==> src/rtl/fa_serial_adder_ctrl.sv <==
// fa_serial_adder_ctrl: bit-serial adder sequencer. A single FA cell adds
// the operands LSB-first, one bit per clock, and a carry register links
// the bits. The result appears on sum/cout together with a one-cycle
// done pulse.

// Single-bit full adder cell.
module FA (
    input  logic a,
    input  logic b,
    input  logic c,
    output logic sum,
    output logic carry
);

    assign sum   = a ^ b ^ c;
    assign carry = (a & b) | (c & (a ^ b));

endmodule

module fa_serial_adder_ctrl #(
    parameter int unsigned WIDTH = 8
) (
    input  logic             clk,
    input  logic             rst_n,
    input  logic             start,
    input  logic [WIDTH-1:0] a,
    input  logic [WIDTH-1:0] b,
    input  logic             cin,
    output logic             busy,
    output logic             done,
    output logic [WIDTH-1:0] sum,
    output logic             cout
);

    localparam int unsigned CW = (WIDTH > 1) ? $clog2(WIDTH) : 1;
    localparam logic [CW-1:0] LAST = CW'(WIDTH - 1);

    localparam logic [1:0] S_IDLE = 2'd0;
    localparam logic [1:0] S_RUN  = 2'd1;
    localparam logic [1:0] S_DONE = 2'd2;

    logic [1:0]       state;
    logic [WIDTH-1:0] a_sr;
    logic [WIDTH-1:0] b_sr;
    logic [WIDTH-1:0] acc_sr;
    logic [WIDTH-1:0] acc_next;
    logic             carry_q;
    logic [CW-1:0]    cnt;
    logic             fa_s;
    logic             fa_c;

    FA u_fa (
        .a     (a_sr[0]),
        .b     (b_sr[0]),
        .c     (carry_q),
        .sum   (fa_s),
        .carry (fa_c)
    );

    // With a single bit there are no older accumulator bits to shift down.
    generate
        if (WIDTH == 1) begin : g_acc1
            assign acc_next = fa_s;
        end else begin : g_accn
            assign acc_next = {fa_s, acc_sr[WIDTH-1:1]};
        end
    endgenerate

    assign busy = (state == S_RUN);
    assign done = (state == S_DONE);

    // Sequencer: capture operands, shift one bit per RUN cycle, publish result.
    always_ff @(posedge clk or negedge rst_n) begin
        if (!rst_n) begin
            state   <= S_IDLE;
            a_sr    <= '0;
            b_sr    <= '0;
            acc_sr  <= '0;
            carry_q <= 1'b0;
            cnt     <= '0;
            sum     <= '0;
            cout    <= 1'b0;
        end else begin
            case (state)
                S_IDLE: begin
                    if (start) begin
                        a_sr    <= a;
                        b_sr    <= b;
                        carry_q <= cin;
                        cnt     <= '0;
                        state   <= S_RUN;
                    end
                end
                S_RUN: begin
                    acc_sr  <= acc_next;
                    a_sr    <= a_sr >> 1;
                    b_sr    <= b_sr >> 1;
                    carry_q <= fa_c;
                    cnt     <= cnt + 1'b1;
                    if (cnt == LAST) begin
                        sum   <= acc_next;
                        cout  <= fa_c;
                        state <= S_DONE;
                    end
                end
                S_DONE: begin
                    state <= S_IDLE;
                end
                default: begin
                    state <= S_IDLE;
                end
            endcase
        end
    end

endmodule

==> config.mk <==
export PLATFORM = sky130hd
export DESIGN_NAME = fa_serial_adder_ctrl
export DESIGN_NICKNAME = d
export VERILOG_FILES = /design/src/rtl/fa_serial_adder_ctrl.sv
export SDC_FILE = /design/constraint.sdc
export NUM_CORES = 1
export LEC_CHECK = 0
export BUFFER_PORTS_ARGS = -buffer_cell sky130_fd_sc_hd__buf_2
export CAP_MARGIN = 25
export CORE_MARGIN = 1.5
export CORE_UTILIZATION = 54
export DETAILED_ROUTE_END_ITERATION = 8
export GPL_TIMING_DRIVEN = 0
export PLACE_DENSITY_LB_ADDON = 0.12
export SETUP_SLACK_MARGIN = 0.15
export SYNTH_ARGS = -nofsm -noshare
export SYNTH_HDL_FRONTEND = slang
export SYNTH_SLANG_ARGS = --single-unit
==> constraint.sdc <==
create_clock -name clk -period 1.88 [get_ports clk]
set_clock_uncertainty 0.05 [all_clocks]
set_input_delay 0 -clock clk [delete_from_list [all_inputs] [get_ports clk]]
set_output_delay 0 -clock clk [all_outputs]
set_load 0.02 [all_outputs]
=== Word level (Yosys, flattened, before mapping) ===
Index checks and enable logic that the tools add are counted.

* Reductions and logical operators: 5
* Divide/modulo/power cells: 0
* Bitwise operators: 5
* Eq/ne operators: 5
* Order comparisons: 0
* Add/subtract/negate cells: 1
* Multiply operators: 0
* Muxes and demuxes: 11
* Shifts and indexed selects: 0

{| class="wikitable"
|+ Operators by type and width
! kind !! number
|-
| $pmux 8 s2 || 2
|-
| $mux 8 || 2
|-
| $pmux 3 s2 || 1
|-
| $reduce_and 2->1 || 3
|-
| $mux 2 || 2
|-
| $pmux 2 s2 || 1
|-
| $add 3x1->3 const B || 1
|-
| $eq 3x3->1 const B || 1
|-
| $mux 3 || 1
|-
| $and 1x1->1 || 2
|-
| $eq 2x1->1 const B || 1
|-
| $eq 2x2->1 const B || 1
|-
| $logic_not 2->1 || 1
|-
| $ne 2x1->1 const B || 1
|-
| $ne 2x2->1 const B || 1
|-
| $pmux 1 s2 || 1
|-
| $reduce_bool 2->1 || 1
|-
| $xor 1x1->1 || 2
|-
| $mux 1 || 1
|-
| $or 1x1->1 || 1
|}

* Memories: 0
* Input port bits: 20
* Output and inout port bits: 11
* Bits in latches: 0
* Memory bits (read-only): 0
* RAM bits: 0
* Flip-flop bits (word level): 39

=== Logic depth before layout (Yosys ltp) ===
Gate-level depths: netlist (run 1).

* Depth after elaboration: 4
* Mapped depth: 6

=== Modules after synthesis ===
A second synthesis (run 1) with hierarchy kept.

* Cell total of the unflattened synthesis: 153
* Area, all modules: 1697.9 um^2

{| class="wikitable"
|+ Modules (own cells, without submodules)
! module !! area each (um^2) !! cells each !! sequential area each (um^2) !! times used
|-
| fa_serial_adder_ctrl || 1677.9 || 152 || 950.9 || 1
|-
| FA || 20.0 || 1 || 0.0 || 1
|}

=== Worst setup path before layout (run 1) ===
No wires, ideal clock.

* Kind: register to register
* From: register cnt[0]
* To: register cout
* Data arrival time: 1.224 ns
* Stages on the path, launching flop included: 5
* Setup slack: 0.481 ns
* Clock period less this slack: 1.399 ns
* Data required time: 1.705 ns
* Path buffers: 0
* Cell sequence: dfrtp_1 ha_1 ha_1 nand2_8 mux2_4

* Longest elaborated chain between the ends: 2

{| class="wikitable"
|+ Ends and longest elaborated chain
! what !! RTL line !! text
|-
| start: declaration || 48 || <nowiki>logic [CW-1:0] cnt;</nowiki>
|-
| start signal: assignment || 99 || <nowiki>cnt <= cnt + 1'b1;</nowiki>
|-
| $eq 3x3->1 || 100 || <nowiki>if (cnt == LAST) begin</nowiki>
|-
| $reduce_and 2->1 (no line) || - ||
|-
| end signal: assignment || 82 || <nowiki>cout <= 1'b0;</nowiki>
|-
| end signal: assignment || 102 || <nowiki>cout <= fa_c;</nowiki>
|-
| end: declaration || 32 || <nowiki>output logic cout</nowiki>
|}

No other way between the ends.
A chain may end at the register's enable or synchronous reset.

=== Worst setup path after layout (run 1) ===
* From: register state[1]
* To: output busy

* Longest elaborated chain between the ends: 1

{| class="wikitable"
|+ Ends and longest elaborated chain
! what !! RTL line !! text
|-
| start: declaration || 42 || <nowiki>logic [1:0] state;</nowiki>
|-
| start signal: assignment || 75 || <nowiki>state <= S_IDLE;</nowiki>
|-
| start signal: assignment || 91 || <nowiki>state <= S_RUN;</nowiki>
|-
| start signal: assignment || 103 || <nowiki>state <= S_DONE;</nowiki>
|-
| $eq 2x1->1 || 69 || <nowiki>assign busy = (state == S_RUN);</nowiki>
|-
| end: declaration || 29 || <nowiki>output logic busy,</nowiki>
|}

No other way between the ends.

==> key figures, run 1 <==
Die
  – Initial core utilization: 56.8%
  – Die area: 3560 sq um
  – I/O pin cnt: 31
  – Die W: 59.7 um
  – Site Rows: 20
  – Die H: 59.7 um
  – CORE AREA: 3050 sq um

Synth
  – Adder-cell share of the synthesized area: 2.60%
  – Flops & latches, synth: 38
  – Commonest cells in the netlist: dfrtp_1 (38), nor3_1 (27), nand2_1 (24)
  – Asr flop ratio synth: 100%
  – Seq/Total Area, Yosys: 54.8%
  – Cell area after synthesis: 1730 sq um
  – Count leader, synth: dfrtp_1
  – Top cell type's share of synthesized area: 54.8%
  – Synth unique cells: 23
  – Syn avg cell area: 10.8 sq um
  – Largest family of logic cells by synthesized area: simple AND/OR/NAND/NOR gates
  – Net Count, Synth: 183
  – Post-synthesis mux area share: 8.37%
  – Synth Area in XOR/XNOR: 0%
  – Post-synth EDFFs: 0
  – Synth Instances: 160
  – Leading register cell type out of synthesis: dfrtp_1
  – Synth Area in Compound Gates: 11.2%
  – Synth Warn #: 0
  – Top post-synthesis cells by area: dfrtp_1 (55%), mux2_4 (7.8%), nor3_1 (7.8%), o22ai_1 (5.4%), nand2_1 (5.2%)
  – Post-synth top area cell: dfrtp_1
  – Simple-gate portion of the synthesized area: 17.5%

Detailed routing
  – Via/cell ratio: 5.48
  – WL/cell: 14.8 um
  – Drt initial violations: 61
  – Final WL: 3850 um
  – Routed Antenna Nets: 0
  – DRC: 0
  – Vias after detailed routing: 1426
  – DRT Pass-1 Iters: 4

Layout
  – Area growth from synthesis to layout: 27.0%
  – FF+latch area: 952 sq um
  – Fillers: 241
  – Multi-input logic area: 688 sq um
  – Diode count: 0
  – Share of post-route cells with drive strength above 1: 28.2%
  – # nets final: 238

Global routing
  – Vias in the first global route: 1440
  – First-pass GRT wire length: 6330 um
  – GR Overflow Total: 0
  – Antenna violations before repair: 0
  – Pin count of the biggest net entering global routing: 39
  – GRT Total Usage: 24.4%

Clock network
  – Clk sinks: 38
  – Num CTS Buffers: 5
  – TritonCTS clock tree: yes
  – CTS root buffer: clkbuf_4
  – Worst-path clk slew: 0.12 ns
  – H-tree depth: 2
  – Clock Tree Buf Depth: 2
  – Post-CTS setup buffer count: 0
  – Worst skew pair latency: 0.36 ns

Power and ir drop
  – Power Density: 1580 nW/um^2
  – Max IR drop VDD: 832 uV
  – Leak: 1.05 nW
  – Pwr Total: 3.49 mW

Status
  – Status: complete, no violations

Worst setup path
  – Crit-path max FO: 10
  – Arr. time, crit path: 1.53 ns
  – Required time of the critical path: 1.83 ns
  – Critical Path Source Type: flip-flop
  – WS Path Type: flip-flop to output pin
  – Crit end category: output pin

STA
  – Fmax: 0.632 GHz
  – Final slew viol count: 0
  – Least-Margin Pin Slew: 0.828 ns
  – Fin crit period: 1.58 ns
  – Final cycle utilization of the critical path: 84.1%
  – RSZ-0062 raised after global routing: no
  – # setup viols final: 0
  – Final hold vios: 0
  – Final setup TNS: 0 ns
  – Headroom to the max-slew limit: 44.8%
  – WHS: 0.0117 ns

Min path
  – Hold Crit Class: input pin to flip-flop

Placed design
  – Post-DP HPWL: 2480 um
  – IO Port Bufs: 30
  – Gpl congestion: 0.786

Run
  – Max_cap viols: 0
==> repair_timing <==
item / 4_1_cts / 5_1_grt
resized for setup: 0 / 2
hold endpoints to repair: 55 / 0
setup endpoints to repair: 0 / 1
hold buffers: 18 / 0
==> logic make-up after synthesis <==
family | count (synthesis)
multiplexers | 10
AND/OR/NAND/NOR | 65
AO/OA/AOI/OAI | 29
buffers and inverters | 15
flip-flops | 38
adder cells (fa/ha/maj) | 3
==> routing by layer <==
layer	track usage, %	wire [um]	part of all wire, %	up-vias
met3	7.14	219	5.7	6
met2	38.8	1880	49	52
met5	0	0	0	-
li1	-	-	-	679
met1	31.5	1700	44	689
met4	9.52	59	1.5	0
==> metrics by stage <==
stage	cells	instance area (sq um)	utilization [%]	setup slack [ns]
global route	260	2200	72.1	0.199
detailed placement	234	1940	63.5	0.409
CTS	260	2200	72.0	0.219
floorplan	160	1730	-	0.481
global placement	234	1940	63.5	0.421
finish	260	2200	72.1	0.298
==> worst paths after layout <==
check	depth (start not counted)	end	slack, ns	from
max in group asynchronous	2	state[1]	0.98	rst_n
hold / removal	4	b_sr[7]	0.01	start
setup / recovery	5	busy	0.30	state[1]
min in group asynchronous	2	sum[0]	0.22	rst_n
hold reg to reg	2	acc_sr[1]	0.44	acc_sr[1]
setup reg to reg	4	sum[5]	0.40	cnt[0]
==> sequential cells by signal, indices dropped and copies added, names as in the netlist <==
| register | cells |
|---|---|
| a_sr | 8 |
| cout | 1 |
| cnt | 3 |
| carry_q | 1 |
| state | 2 |
| sum | 8 |
| acc_sr | 7 |
| b_sr | 8 |
==> cell type report <==
class / instances / share of cell area (%)
plain buffers: 11 / 3.30
well taps: 44 / 2.50
multi-input cells: 107 / 31.3
clock buffers: 5 / 1.70
flip-flops and latches: 38 / 43.2
repair buffers: 48 / 15.0
inverters: 4 / 1.19
clock inverters: 3 / 1.82
==> where the power goes <==
| group | switching, mW | leakage, nW | internal, mW |
|---|---|---|---|
| combinational | 0.782 | 0.545 | 0.676 |
| sequential | 0.278 | 0.459 | 1.20 |
| clock | 0.278 | 0.0450 | 0.275 |
==> critical path, cell delays in order (launching register included) <==
cell	delay, ns
dfrtp_2	0.48
nand2b_1	0.19
buf_6	0.15
inv_8	0.06
buf_6	0.13
buf_2	0.17
==> layout by cell type (no fill, tap or decap), drive strengths merged, types with 6 or more instances in the layout <==
cell / n
dlygate4sd3: 18
nor3: 27
mux2: 9
o21ai: 6
clkbuf: 7
nand2: 25
nor2: 9
o22ai: 15
dfrtp: 38
o32ai: 6
buf: 39
No activity file was read; power rests on OpenSTA's default activity.
==> run 2: changes to the inputs <==
- clock period: 1.88 -> 1.47 ns (I/O delays scaled with it)
==> run 2 against run 1 <==
Count of clock-buffer cells in the layout is the same. Die area unchanged. Global-route usage is 0.070 points higher. Wire length is 2.8% higher. Critical endpoint unchanged. Largest power group is now combinational cells. Highest routed layer unchanged.
==> key figures, run 2 (synthesized netlist as in run 1, its figures left out) <==
Min path
  – Hold Crit Class: input pin to flip-flop (unchanged)
  – Hold Startpoint: start (unchanged)

Global routing
  – GRT Total Usage: 24.5% (was 24.4%)
  – First-pass GRT wire length: 6240 um (was 6330 um)
  – GR Overflow Total: 0 (unchanged)
  – Antenna violations before repair: 0 (unchanged)
  – Pin count of the biggest net entering global routing: 39 (unchanged)
  – Vias in the first global route: 1375 (was 1440)

Detailed routing
  – Via/cell ratio: 5.44 (was 5.48)
  – Final WL: 3960 um (was 3850 um)
  – DRT Pass-1 Iters: 4 (unchanged)
  – DRC: 0 (unchanged)
  – Routed Antenna Nets: 0 (unchanged)
  – Vias after detailed routing: 1468 (was 1426)
  – WL/cell: 14.7 um (was 14.8 um)
  – Drt initial violations: 36 (was 61)

STA
  – Final slew viol count: 0 (unchanged)
  – WHS: 0.0283 ns (was 0.0117 ns)
  – Final setup TNS: 0 ns (unchanged)
  – # setup viols final: 0 (unchanged)
  – Final hold vios: 0 (unchanged)
  – Least-Margin Pin Slew: 0.833 ns (was 0.828 ns)
  – Fmax: 0.722 GHz
  – RSZ-0062 raised after global routing: yes (was no)
  – Fin crit period: 1.38 ns
  – Headroom to the max-slew limit: 44.5% (was 44.8%)
  – Final cycle utilization of the critical path: 94.2%

Layout
  – Biggest regs: a_sr (8), b_sr (8), sum (8) (unchanged)
  – Commonest cells after routing, fill and taps aside: dfrtp_1 (36), buf_2 (29), nor3_1 (26) (was dfrtp_1 (37), buf_2 (34), nor3_1 (27))
  – Commonest non-fill, non-tap cell in the layout: dfrtp_1 (unchanged)
  – Area growth from synthesis to layout: 36.5% (was 27.0%)
  – Post-route insts no fill: 270 (was 260)
  – # nets final: 248 (was 238)
  – Diode count: 0 (unchanged)
  – Share of post-route cells with drive strength above 1: 36.3% (was 28.2%)

Worst setup path
  – Critical Path Source: state[1] (unchanged)
  – Crit-path max FO: 4 (was 10)
  – Arr. time, crit path: 1.33 ns (was 1.53 ns)
  – Reg2reg start: cnt[0] (unchanged)
  – Required time of the critical path: 1.42 ns (was 1.83 ns)
  – Crit end category: output pin (unchanged)
  – Critical Path Source Type: flip-flop (unchanged)
  – WS Path Type: flip-flop to output pin (unchanged)

Power and ir drop
  – Power Density: 2030 nW/um^2 (was 1580 nW/um^2)
  – Leak: 1.12 nW (was 1.05 nW)
  – Pwr Total: 4.82 mW (was 3.49 mW)
  – Max IR drop VDD: 1120 uV (was 832 uV)

Die
  – Die H: 59.7 um (unchanged)
  – I/O pin cnt: 31 (unchanged)
  – Die area: 3560 sq um (unchanged)
  – Initial core utilization: 56.8% (unchanged)
  – Die W: 59.7 um (unchanged)
  – CORE AREA: 3050 sq um (unchanged)
  – Site Rows: 20 (unchanged)

Placed design
  – Cell Count Post-Placement: 234 (unchanged)
  – Post-DP HPWL: 2440 um (was 2480 um)
  – Gpl congestion: 0.780 (was 0.786)
  – IO Port Bufs: 30 (unchanged)

Clock network
  – TritonCTS clock tree: yes (unchanged)
  – H-tree depth: 2 (unchanged)
  – Worst-path clk slew: 0.11 ns (was 0.12 ns)
  – Clock Tree Buf Depth: 2 (unchanged)
  – Num CTS Buffers: 5 (unchanged)
  – Clk sinks: 38 (unchanged)
  – CTS root buffer: clkbuf_4 (unchanged)
  – Worst skew pair latency: 0.35 ns (was 0.36 ns)

Run
  – Max_cap viols: 0 (unchanged)

Status
  – Status: complete, no violations (unchanged)
==> run 2: changes by cell type in the layout (fill, tap and decap cells not counted), moves of 2 or more <==
cell      before  now
ha_1           2    0
o32ai_2        0    3
nand2b_1       2    0
buf_4          3   15
buf_2         34   29
buf_6          2    5
o32ai_1        6    3
==> run 2: where the power goes <==
part | switching [mW] | internal (mW)
registers | 0.366 | 1.53
clock network | 0.343 | 0.352
logic | 1.08 | 1.14
total | 1.79 | 3.02
==> run 2: path summary, 6_finish.rpt <==
| kind | end | slack [ns] | cells after the start |
|---|---|---|---|
| setup / recovery | busy | 0.09 | 5 |
| hold / removal | b_sr[7] | 0.03 | 4 |
| setup reg to reg | sum[3] | 0.10 | 4 |
| hold reg to reg | acc_sr[1] | 0.44 | 2 |
| max in group asynchronous | state[1] | 0.56 | 2 |
| min in group asynchronous | sum[6] | 0.23 | 2 |
==> run 2: metrics by stage <==
stage / utilization, % / setup WS [ns] / area, sq um
after floorplan: - / 0.156 / 1750
after global placement: 64.0 / 0.0975 / 1950
after detailed placement: 64.0 / 0.0672 / 1950
after CTS: 75.6 / 0.0898 / 2310
after global routing: 77.5 / 0.0472 / 2370
final: 77.5 / 0.0856 / 2370
==> run 2: area by class of cell <==
cell class | instances | area, sq um
Buffer | 11 | 98.8
Timing Repair Buffer | 58 | 414
Sequential cell | 38 | 953
Inverter | 4 | 25.0
Clock buffer | 5 | 37.5
Clock inverter | 3 | 40.0
Multi-Input combinational cell | 107 | 743
Fill cell | 214 | 686
Tap cell | 44 | 55.1
==> run 2: layer usage <==
| layer | share of wire [%] | vias up | global-route usage (%) |
|---|---|---|---|
| met5 | 0 | - | 0 |
| met4 | 2.4 | 0 | 11.7 |
| met3 | 5.9 | 10 | 6.93 |
| met2 | 48 | 52 | 38.2 |
| met1 | 43 | 704 | 31.4 |
| li1 | - | 702 | - |
==> run 2: worst max-delay path: stages (launching register included) <==
cell and delay [ns]:
dfrtp_2 0.46, nand2b_4 0.15, buf_6 0.13, inv_8 0.06, buf_8 0.09, buf_6 0.10
==> run 2: repair_timing <==
action                     CTS  global route
hold buffers                18             0
setup buffers                5             5
pin swaps                    1             4
setup endpoints to repair   24            27
resized for setup           17             7
hold endpoints to repair    55             0
==> run 3: changes to the inputs <==
- SETUP_SLACK_MARGIN: 0.15 -> 0.5
==> run 3 against run 2 <==
The run now fails in global routing. Synthesized cell count stayed put. Area after synthesis stayed put.
==> key figures, run 3 <==
Placed design
  – Post-DP HPWL: 2580 um (was 2440 um)
  – IO Port Bufs: 30 (unchanged)
  – Gpl congestion: 0.752 (was 0.780)
  – Cell Count Post-Placement: 234 (unchanged)
  – Dpl ws: 0.0505 ns (was 0.0672 ns)

Synth
  – Top post-synthesis cells by area: dfrtp_1 (55%), mux2_4 (7.8%), nor3_1 (7.8%), o22ai_1 (5.4%), nand2_1 (5.2%) (unchanged)
  – Commonest cells in the netlist: dfrtp_1 (38), nor3_1 (27), nand2_1 (24) (unchanged)
  – Leading register cell type out of synthesis: dfrtp_1 (unchanged)
  – Top cell type's share of synthesized area: 54.8% (unchanged)
  – Count leader, synth: dfrtp_1 (unchanged)
  – Synth Instances: 160 (unchanged)
  – Cell area after synthesis: 1730 sq um (unchanged)
  – Net Count, Synth: 183 (unchanged)
  – Synth Warn #: 0 (unchanged)
  – Post-synth top area cell: dfrtp_1 (unchanged)
  – Synth unique cells: 23 (unchanged)
  – Syn avg cell area: 10.8 sq um (unchanged)
  – Seq/Total Area, Yosys: 54.8% (unchanged)
  – Flops & latches, synth: 38 (unchanged)
  – Asr flop ratio synth: 100% (unchanged)
  – Post-synth EDFFs: 0 (unchanged)

STA
  – Worst endpoint from the post-global-route timing repair: busy
  – Worst ep type: top-level output

Clock network
  – H-tree depth: 2 (unchanged)
  – Num CTS Buffers: 5 (unchanged)
  – Clock Tree Buf Depth: 2 (unchanged)
  – Clk sinks: 38 (unchanged)
  – CTS root buffer: clkbuf_4 (unchanged)

Die
  – I/O pin cnt: 31 (unchanged)
  – Die H: 59.7 um (unchanged)
  – Die W: 59.7 um (unchanged)
  – Site Rows: 20 (unchanged)
  – Initial core utilization: 56.8% (unchanged)

Status
  – Error: [ERROR DPL-0038] Utilization greater than 100%, impossible to legalize
  – Last flow stage reached: global routing
  – Status: stopped before the end (was complete, no violations)

Global routing
  – Pin count of the biggest net entering global routing: 39
-- run 3: cell counts after synthesis --
No cell type changed its count.
-- run 3: through the flow --
stage,hold slack [ns],util (%),area (sq um)
2_1_floorplan,-0.346,-,1890
3_3_place_gp,0.0831,68.5,2090
3_5_place_dp,0.0935,68.5,2090
4_1_cts,-0.282,94.5,2880
-- run 3: kinds of logic after synthesis --
logic type               count (synthesis)  synth area share, %
AND/OR/NAND/NOR                         65                 17.5
flip-flops                              38                 54.8
AO/OA/AOI/OAI                           29                 11.2
buffers and inverters                   15                 5.48
multiplexers                            10                 8.37
adder cells (fa/ha/maj)                  3                 2.60
-- run 3: timing repair --
| action | CTS |
|---|---|
| cloned | 4 |
| hold buffers | 17 |
| endpoints found under the setup margin | 40 |
| buffers inserted | 21 |
| resized for setup | 56 |
| pin swaps | 29 |
| hold endpoints to repair | 55 |
==> run 4: changes to the inputs <==
- CORE_UTILIZATION: 54 -> 40
- PLACE_DENSITY_LB_ADDON: 0.12 -> 0.15
- SETUP_SLACK_MARGIN: 0.5 -> default
==> run 4 against run 3 <==
The run now ends clean.
==> key figures, run 4 (synthesized netlist as in run 1, its figures left out) <==
Worst setup path
  – Cell family contributing the most delay on the critical path: buffers and inverters
  – Arr. time, crit path: 1.35 ns
  – Most frequent CP cell: buf_6
  – WS Path Type: flip-flop to output pin
  – Required time of the critical path: 1.42 ns
  – Crit-path max FO: 10
  – Critical Path Source Type: flip-flop
  – Worst path max stage delay: 0.44 ns
  – CP max-delay cell: dfrtp_2
  – CP bufs+invs: 4
  – Crit-path cells: nand2b_1 -> buf_6 -> inv_8 -> buf_8 -> buf_6
  – Crit end category: output pin

Clock network
  – Worst-path clk slew: 0.08 ns
  – Clk sinks: 38 (unchanged)
  – TritonCTS clock tree: yes
  – Worst skew pair latency: 0.29 ns
  – Num CTS Buffers: 5 (unchanged)
  – H-tree depth: 2 (unchanged)
  – Clock Tree Buf Depth: 2 (unchanged)
  – CTS root buffer: clkbuf_8 (was clkbuf_4)

STA
  – Final slew viol count: 0
  – WHS: 0.00257 ns
  – Final cycle utilization of the critical path: 95.4%
  – Final setup TNS: 0 ns
  – Headroom to the max-slew limit: 44.4%
  – Final hold vios: 0
  – RSZ-0062 raised after global routing: no
  – Final WS setup: 0.0683 ns
  – Fin crit period: 1.40 ns
  – Least-Margin Pin Slew: 0.834 ns
  – # setup viols final: 0
  – Fmax: 0.713 GHz

Placed design
  – Dpl ws: -0.0106 ns (was 0.0505 ns)
  – Gpl congestion: 0.805 (was 0.752)
  – Cell Count Post-Placement: 240 (was 234)
  – Post-DP HPWL: 2480 um (was 2580 um)
  – IO Port Bufs: 30 (unchanged)

Power and ir drop
  – Max IR drop VDD: 733 uV
  – Power Density: 2160 nW/um^2
  – Leak: 1.07 nW

Global routing
  – GR Overflow Total: 0
  – Vias in the first global route: 1362
  – First-pass GRT wire length: 6450 um
  – Antenna violations before repair: 0
  – Pin count of the biggest net entering global routing: 39
  – GRT Total Usage: 18.3%

Die
  – Die area: 4740 sq um
  – Site Rows: 23 (was 20)
  – Die H: 68.8 um (was 59.7 um)
  – Die W: 68.8 um (was 59.7 um)
  – CORE AREA: 4090 sq um
  – Initial core utilization: 42.4% (was 56.8%)
  – I/O pin cnt: 31 (unchanged)

Layout
  – Post-route insts no fill: 264
  – # nets final: 236
  – Diode count: 0
  – Commonest non-fill, non-tap cell in the layout: dfrtp_1
  – Biggest regs: a_sr (8), b_sr (8), sum (8)
  – Share of post-route cells with drive strength above 1: 30.4%
  – Commonest cells after routing, fill and taps aside: dfrtp_1 (37), buf_2 (30), nor3_1 (27)
  – Area growth from synthesis to layout: 31.1%

Run
  – Max_cap viols: 0

Detailed routing
  – Vias after detailed routing: 1408
  – Final WL: 3850 um
  – Drt initial violations: 93
  – Routed Antenna Nets: 0
  – DRC: 0
  – WL/cell: 14.6 um
  – Via/cell ratio: 5.33
  – DRT Pass-1 Iters: 4

Status
  – Status: complete, no violations (was stopped before the end)

Min path
  – Hold Crit Class: input pin to flip-flop
[run 4: stage by stage]
| stage | power, mW | area (sq um) | utilization [%] |
|---|---|---|---|
| 6_report | 4.90 | 2270 | 55.6 |
| 5_1_grt | 5.29 | 2270 | 55.6 |
| 4_1_cts | 4.89 | 2250 | 55.0 |
| 3_5_place_dp | 3.73 | 1950 | 47.6 |
| 3_3_place_gp | 3.64 | 1950 | 47.6 |
| 2_1_floorplan | 3.22 | 1730 | - |
[run 4: power breakdown]
part           switching [mW]  total [mW]  internal, mW  leakage [nW]
clock                   0.388        1.07         0.680        0.0683
sequential              0.353        1.89          1.53         0.459
combinational            1.02        1.95         0.926         0.546
[run 4: final cells by class]
cell class | count | area [sq um]
fill | 374 | 1810
sequential | 38 | 952
multi-input combinational | 108 | 712
timing repair buffer | 45 | 304
buffer | 11 | 81.3
clock buffer | 5 | 68.8
clock inverter | 3 | 68.8
tap | 50 | 62.6
inverter | 4 | 23.8
[run 4: worst min-delay path, cell delays in order]
cell and delay (ns):
buf_2 0.07, nor3_1 0.04, nor3_1 0.17
[run 4: routing by layer]
layer	vias to the layer above	global-route usage, %	wire length (um)
met5	-	0	0
met4	0	3.68	24
met3	5	4.87	199
met2	42	28.6	1750
met1	681	25.7	1870
li1	680	-	-
[run 4: timing repair]
| action | in CTS | in global routing |
|---|---|---|
| endpoints found under the hold margin | 50 | 0 |
| resized for setup | 4 | 7 |
| pin swaps | 0 | 0 |
| endpoints found under the setup margin | 10 | 7 |
| hold buffers | 13 | 0 |
| setup buffers | 2 | 0 |
| cloned | 1 | 0 |
[run 4: path summary, 6_finish.rpt]
path                            from        end  slack, ns  cells past startpoint
max                         state[1]       busy       0.07                      5
min                             a[3]    a_sr[3]      0.003                      3
max reg2reg                   cnt[0]     sum[6]       0.07                      4
min reg2reg                acc_sr[1]  acc_sr[1]       0.44                      2
max in group asynchronous      rst_n   state[1]       0.49                      2
min in group asynchronous      rst_n     sum[1]       0.29                      2
